**config.mk**
```make
export PLATFORM = sky130hd
export DESIGN_NAME = fir64_mac_i16
export DESIGN_NICKNAME = d
export VERILOG_FILES = /design/src/rtl/fir64_mac_i16.sv
export SDC_FILE = /design/constraint.sdc
export NUM_CORES = 2
export LEC_CHECK = 0
export BUFFER_PORTS_ARGS = -buffer_cell sky130_fd_sc_hd__clkbuf_2
export CORE_MARGIN = 2
export CORE_UTILIZATION = 59
export DETAILED_ROUTE_END_ITERATION = 6
export GPL_TIMING_DRIVEN = 0
export PLACE_DENSITY_LB_ADDON = 0.3
export RECOVER_POWER = 25
export SYNTH_ARGS = -nofsm -noshare
export SYNTH_HDL_FRONTEND = slang
export SYNTH_SLANG_ARGS = --single-unit
```
**constraint.sdc**
```tcl
create_clock -name clk -period 11.45 [get_ports clk]
set_input_delay 0.5725 -clock clk [delete_from_list [all_inputs] [get_ports clk]]
set_output_delay 0.5725 -clock clk [all_outputs]
set_load 0.005 [all_outputs]
```
**src/rtl/fir64_mac_i16.sv**
```systemverilog
// fir64_mac_i16: 64-tap int16 FIR, one multiply-accumulate per cycle over a circular delay line.
// Define FIR64_SYMFOLD_EN to fold symmetric coefficients (32 taps with a pre-adder).
module fir64_mac_i16 (
  input  logic        clk,
  input  logic        rst,
  input  logic        in_valid,
  input  logic [15:0] in_data,
  output logic        in_ready,
  output logic [5:0]  cmem_a,
  input  logic [15:0] cmem_q,
  output logic        out_valid,
  output logic [15:0] out_data,
  input  logic        out_ready
);
`ifdef FIR64_SYMFOLD_EN
  localparam logic [6:0] NTAP = 7'd32;
  localparam int PW = 33;
`else
  localparam logic [6:0] NTAP = 7'd64;
  localparam int PW = 32;
`endif
  typedef enum logic [1:0] {IDLE, MAC, OUT} state_t;
  state_t r_state, w_next;
  logic [15:0] r_mem [64];
  logic [5:0] r_wptr;
  logic [6:0] r_tap;
  logic signed [37:0] r_acc;
  logic [15:0] r_out;
  logic w_last;
  logic [5:0] w_ia;
  logic [15:0] w_xa;
  logic signed [PW-1:0] w_prod;
  logic signed [37:0] w_prod_ext;
  logic signed [22:0] w_shift;
  logic w_ovf;
  logic [15:0] w_sat;
  // newest sample sits at wptr-1, so x[n-k] is at wptr-1-k = wptr + ~k
  assign w_ia = r_wptr + ~r_tap[5:0];
  assign w_xa = r_mem[w_ia];
`ifdef FIR64_SYMFOLD_EN
  logic [5:0] w_ib;
  logic [15:0] w_xb;
  logic signed [16:0] w_pre;
  assign w_ib = r_wptr + r_tap[5:0];
  assign w_xb = r_mem[w_ib];
  assign w_pre = $signed({w_xa[15], w_xa}) + $signed({w_xb[15], w_xb});
  assign w_prod = w_pre * $signed(cmem_q);
`else
  assign w_prod = $signed(w_xa) * $signed(cmem_q);
`endif
  assign w_prod_ext = {{(38-PW){w_prod[PW-1]}}, w_prod};
  assign w_shift = 23'((r_acc + 38'sd16384) >>> 15);
  assign w_ovf = |w_shift[22:15] & ~&w_shift[22:15];
  assign w_sat = w_ovf ? (w_shift[22] ? 16'h8000 : 16'h7FFF) : w_shift[15:0];
  assign w_last = r_tap == NTAP;
  always_comb begin
    w_next = r_state;
    if (r_state == IDLE && in_valid) w_next = MAC;
    if (r_state == MAC && w_last) w_next = OUT;
    if (r_state == OUT && out_ready) w_next = IDLE;
    in_ready = r_state == IDLE;
    out_valid = r_state == OUT;
    cmem_a = (r_state == MAC && !w_last) ? r_tap[5:0] : 6'd0;
    out_data = r_out;
  end
  always_ff @(posedge clk) begin
    if (rst) begin
      r_state <= IDLE;
      r_wptr <= '0;
      r_acc <= '0;
      r_tap <= '0;
      r_out <= '0;
      for (int i = 0; i < 64; i++) r_mem[i] <= '0;
    end else begin
      r_state <= w_next;
      if (r_state == IDLE && in_valid) begin
        r_mem[r_wptr] <= in_data;
        r_wptr <= r_wptr + 6'd1;
        r_acc <= '0;
        r_tap <= '0;
      end
      if (r_state == MAC && !w_last) begin
        r_acc <= r_acc + w_prod_ext;
        r_tap <= r_tap + 7'd1;
      end
      if (r_state == MAC && w_last) r_out <= w_sat;
    end
  end
endmodule

```
; ---- Yosys cells after proc, flatten, opt, wreduce, memory -nomap -nowiden
; Memory sizes are Yosys's and may differ from the RTL's.
; Index checks and enable logic that the tools add are counted.
[word_totals]
register_bits = 69
ram_bits = 1024
inputBits = 36
output_inout_bits = 24
elab_cells = 49
memories = 1
[op_classes]
add_sub_neg = 5
n_mul = 1
n_eq_ne = 3
mux = 17
n_bitwise = 2
reduce_logical = 14
[memory_table]
columns = name, words, width, rd, rd_clocked_by_memory_dff, write_ports, line
row1 = r_mem, 64, 16, 1, 0, 64, 24  ; logic [15:0] r_mem [64];
[ops]
columns = op, n
row1 = 2-to-1 mux 38 bit, 2
row2 = 2-to-1 mux 16 bit, 3
row3 = "adder 38 x 16 -> 38 bit, second input constant", 1
row4 = adder 38 x 32 -> 38 bit, 1
row5 = multiplier 16 x 16 -> 32 bit, 1
row6 = OR reduction 16 bit, 1
row7 = 2-to-1 mux 7 bit, 2
row8 = 2-to-1 mux 6 bit, 2
row9 = AND reduction 8 bit, 1
row10 = OR reduction 8 bit, 1
row11 = "adder 7 x 1 -> 7 bit, second input constant", 1
row12 = "== test 7 bit, second input constant", 1
row13 = "adder 6 x 1 -> 6 bit, second input constant", 1
row14 = adder 6 bit, 1
row15 = 2-to-1 mux 1 bit, 6
row16 = NOT 6 bit, 1
row17 = logical AND 1 bit, 4
row18 = 2-to-1 mux 2 bit, 2
row19 = nonzero test 2 bit, 2
row20 = OR reduction 3 bit, 1
row21 = "== test 2 x 1 -> 1 bit, second input constant", 1
row22 = "== test 2 bit, second input constant", 1
row23 = zero test 1 bit, 2
row24 = zero test 2 bit, 1
row25 = 2 further kinds, 2

; ---- Logic depth before layout (Yosys ltp)
[logic_depth]
word_depth = 7
ltp_mapped = 38

; ---- Worst setup path before layout
; Ideal clock, no wire load.
[synth_timing]
kind = register to register
from = register r_tap[0]
to = register r_acc[34]
arrival_ns = 9.334
t_required_ns = 11.392
setup_slack_ns = 2.058
path_stages_with_launch = 37
cell_sequence = dfxtp_1 -> inv_1 -> ha_1 -> fa_1 -> buf_4 -> buf_4 -> buf_2 -> buf_2 -> clkbuf_1 -> mux4_2 -> mux4_2 -> nor2b_1 -> a211oi_1 -> a21oi_2 -> and2_1 -> fa_1 -> inv_1 -> fa_1 -> fa_1 -> fa_1 -> inv_1 -> fa_1 -> inv_1 -> fa_1 -> inv_1 -> ha_1 -> clkbuf_1 -> a21oi_1 -> o21ai_0 -> a221o_1 -> a31o_2 -> a41o_1 -> a32o_1 -> o41ai_1 -> o21bai_1 -> nor4b_1 -> a211o_1
[synth_via]
elab_chain_cells = 6
elab_cells_between_ends = 10
[synth_lines]
columns = item, line
row1 = start: declaration, 26  ; logic [6:0] r_tap;
row2 = start signal: assignment, 84  ; r_tap <= r_tap + 7'd1;
row3 = NOT 6 bit, 38  ; assign w_ia = r_wptr + ~r_tap[5:0];
row4 = adder 6 bit, 38
row5 = memory read (64 x 16 bit), -
row6 = multiplier 16 x 16 -> 32 bit, 49  ; assign w_prod = $signed(w_xa) * $signed(cmem_q);
row7 = adder 38 x 32 -> 38 bit, 83  ; r_acc <= r_acc + w_prod_ext;
row8 = 2-to-1 mux 38 bit, 82  ; if (r_state == MAC && !w_last) begin
row9 = end signal: assignment, 83
row10 = end: declaration, 27  ; logic signed [37:0] r_acc;
; Several ways; a longest one is shown, not always the timed one.
; A chain may end at the register's enable or synchronous reset.

; ---- Worst setup path after layout
; Same ends and word-level chain as after synthesis.

==> metrics.md <==
| Metric | Value |
|---|---|
| Status | `complete, but fails checks` |
| Failing checks | `DRC, capacitance limit, slew limit` |
| CP max stage delay | `0.66 ns` |
| Crit. End Element | `register` |
| Hold WS | `0.130 ns` |
| Max Clk Rate | `about 90 MHz` |
| CTS tree | `yes` |
| Register area share after synthesis | `51.4%` |
| TritonRoute pass-1 iters | `7` |
| Post-detail-place hpwl | `around 130000 um` |
| Crit path arrival time | `roughly 12 ns` |
| Slew Viols, Final | `28` |
| Synth Instances | `about 4600` |
| Setup ws final | `approximately 0.23 ns` |
| Synth Register Bits | `approximately 1100` |
| Final period util | `a little over nine tenths` |
| Die Height | `between 300 and 400 um` |
| Worst Setup Slack post-DPL | `-0.780 ns` |
| DR vias | `39001` |
| Most frequent cell after synthesis | `and2_1` |
| Rows | `119` |
| Final min period | `about 11 ns` |
| Vias in the first global route | `roughly 40000` |
| Min-delay worst type | `primary input to register` |
| Nets@finish | `5192` |
| Critical path data required time | `around 12 ns` |
| Max_slew headroom | `-8.51%` |
| Crit-path slowest cell | `fa_1` |
| Inst Count DP | `5991` |
| Chip Width | `between 300 and 400 um` |
| CTS buffer count | `approximately 110` |
| CTS Sinks | `between 1000 and 1500` |
| Max H-tree Level | `3` |
| Non-filler cells, final | `6202` |
| Gr usage total | `34.4%` |
| Commonest cells in the netlist | `1064 x and2_1, 1024 x edfxtp_1, 357 x inv_1` |
| I/O Buffers | `43` |
| CTS Hold Bufs | `0` |
| Clk Latency, worst-skew pair | `between 0.7 and 0.8 ns` |
| Met1 usage | `a little under half` |
| Worst slew pin tran | `1.62 ns` |
| Clock buffer depth | `3` |
| Initial DRC count | `around 5300` |
| Area grow syn2layout | `9.00%` |
| Avg Cell Area, Syn | `13.7 sq um` |
| GR Util met2 | `a little over half` |
| Remaining routing DRC violations | `1` |
| Die area | `109000 sq um` |
| Synthesized Nets | `~5000` |
| Met3 Use GR | `7.96%` |
| Fraction of registers with async set/reset | `0%` |
| Clock skew | `0.0293 ns` |
| Routed len/inst | `a little under 30 um` |
| Num ports | `60` |
| CP Max Fanout | `10` |
| Post-route ant nets | `0` |
| CP Launch Type | `register` |
| Synth area leader | `edfxtp_1` |
| Yosys warnings | `0` |
| Largest net degree at the start of global routing | `23` |
| Via-to-Cell Ratio | `around 6.3` |
| Main flop type after synthesis | `edfxtp_1` |
| Starting density of the core | `59.4%` |
| MaxCap Viol Count | `2` |
| Synth unique cells | `80` |
| Hold Vio Cnt, Final | `0` |
| Core ar. | `105000 sq um` |
| Share of the synthesized area in the top cell type | `49.2%` |
| Post-synth EDFFs | `between 1000 and 1500` |
| Antenna violations before repair | `11` |
| Layout cells sized above 1 | `about 14%` |
| Kind of critical path | `register to register` |
| Routed WL | `approximately 180000 um` |
| Most common cell on crit path | `fa_1` |
| Synth top area cells | `edfxtp_1 49%, mux4_2 11%, and2_1 11%` |
| Clock transition at path regs | `roughly 0.06 ns` |
| Top Usage Layer GRT | `met2` |
| Final setup viols | `0` |
| First-pass GRT wire length | `~260000 um` |
| Total congestion overflow | `0` |
| Root buf cell | `clkbuf_16` |
| Mapped Area | `62600 sq um` |
| GPL Wtd Cong | `approximately 0.98` |
flip-flops by register name (all words and copies together) (netlist names):
register,flops
r_mem,1024
r_acc,38
out_data,16
r_tap,7
r_wptr,6
r_state,2
placed cells by master, fill, tap and decap left out, types with 16 or more instances in the layout:
cell / instances
a211oi_1: 28
a21oi_1: 64
and2_0: 285
and2_1: 780
and2b_1: 24
and3_1: 17
buf_1: 17
buf_4: 16
buf_6: 21
clkbuf_1: 278
clkbuf_16: 110
clkbuf_2: 31
clkinv_1: 22
clkinv_2: 20
dfxtp_1: 69
edfxtp_1: 1024
fa_1: 322
ha_1: 120
inv_1: 357
mux4_1: 16
mux4_2: 300
nand2_1: 128
nand2b_1: 88
nand3_1: 56
nor2_1: 133
nor2b_1: 86
nor3_1: 18
o21ai_0: 32
or2_2: 65
xnor2_1: 39
xor2_1: 22
worst max-delay path, delay by kind of cell (launching register included):
family                   cells  cell delay (ns)
flip-flops                   1             0.38
multiplexers                 2             1.02
AND/OR/NAND/NOR              3             0.69
adder cells (fa/ha/maj)      9             4.16
buffers and inverters       12             2.18
AO/OA/AOI/OAI               11             2.70
layer usage:
metal,wire (um),up-vias
li1,-,16089
met1,66100,19893
met2,85100,2498
met3,20800,519
met4,10900,2
met5,13,-
final cells by class:
cell class / instances / area [sq um]
Buffer: 329 / 1690
Sequential cell: 1093 / 32100
Multi-Input combinational cell: 2775 / 27500
Clock buffer: 137 / 2880
Fill cell: 7517 / 37100
Clock inverter: 67 / 649
Tap cell: 1391 / 1740
Inverter: 358 / 1340
Antenna cell: 5 / 12.5
Timing Repair Buffer: 47 / 238
cell families after synthesis:
logic type	Yosys count	share of synthesized area, %
muxes	343	11.9
AOI/OAI and AO/OA	197	2.06
adders and majority gates	443	12.7
DFF	1093	51.4
xor gates and xnor gates	64	0.938
and+or+nand+nor	1728	16.2
buffers and inverters	688	4.78
worst paths after layout:
check	startpoint	end	slack (ns)	cells past startpoint
setup / recovery	r_tap[0]	r_acc[34]	0.23	37
setup reg to reg	r_tap[0]	r_acc[34]	0.23	37
hold reg to reg	r_acc[12]	r_acc[12]	0.47	2
hold / removal	out_ready	r_state[1]	0.13	3
metrics by stage:
stage | cell area (sq um) | utilization [%] | TNS, ns
finish | 68200 | 64.8 | 0
global route | 68200 | 64.8 | -0.0113
CTS | 68100 | 64.7 | 0
detailed placement | 64500 | 61.3 | -8.28
global placement | 64500 | 61.3 | -8.04
floorplan | 62600 | - | 0
timing repair:
action                     4_1_cts  5_1_grt
buffers inserted                 3        0
resized for setup               14       26
setup endpoints to repair       17       13
pin swaps                        0        0
Power is left out: the tool's default activity adds up to more than one toggle a clock period on the data nets, which glitch-free logic cannot reach.
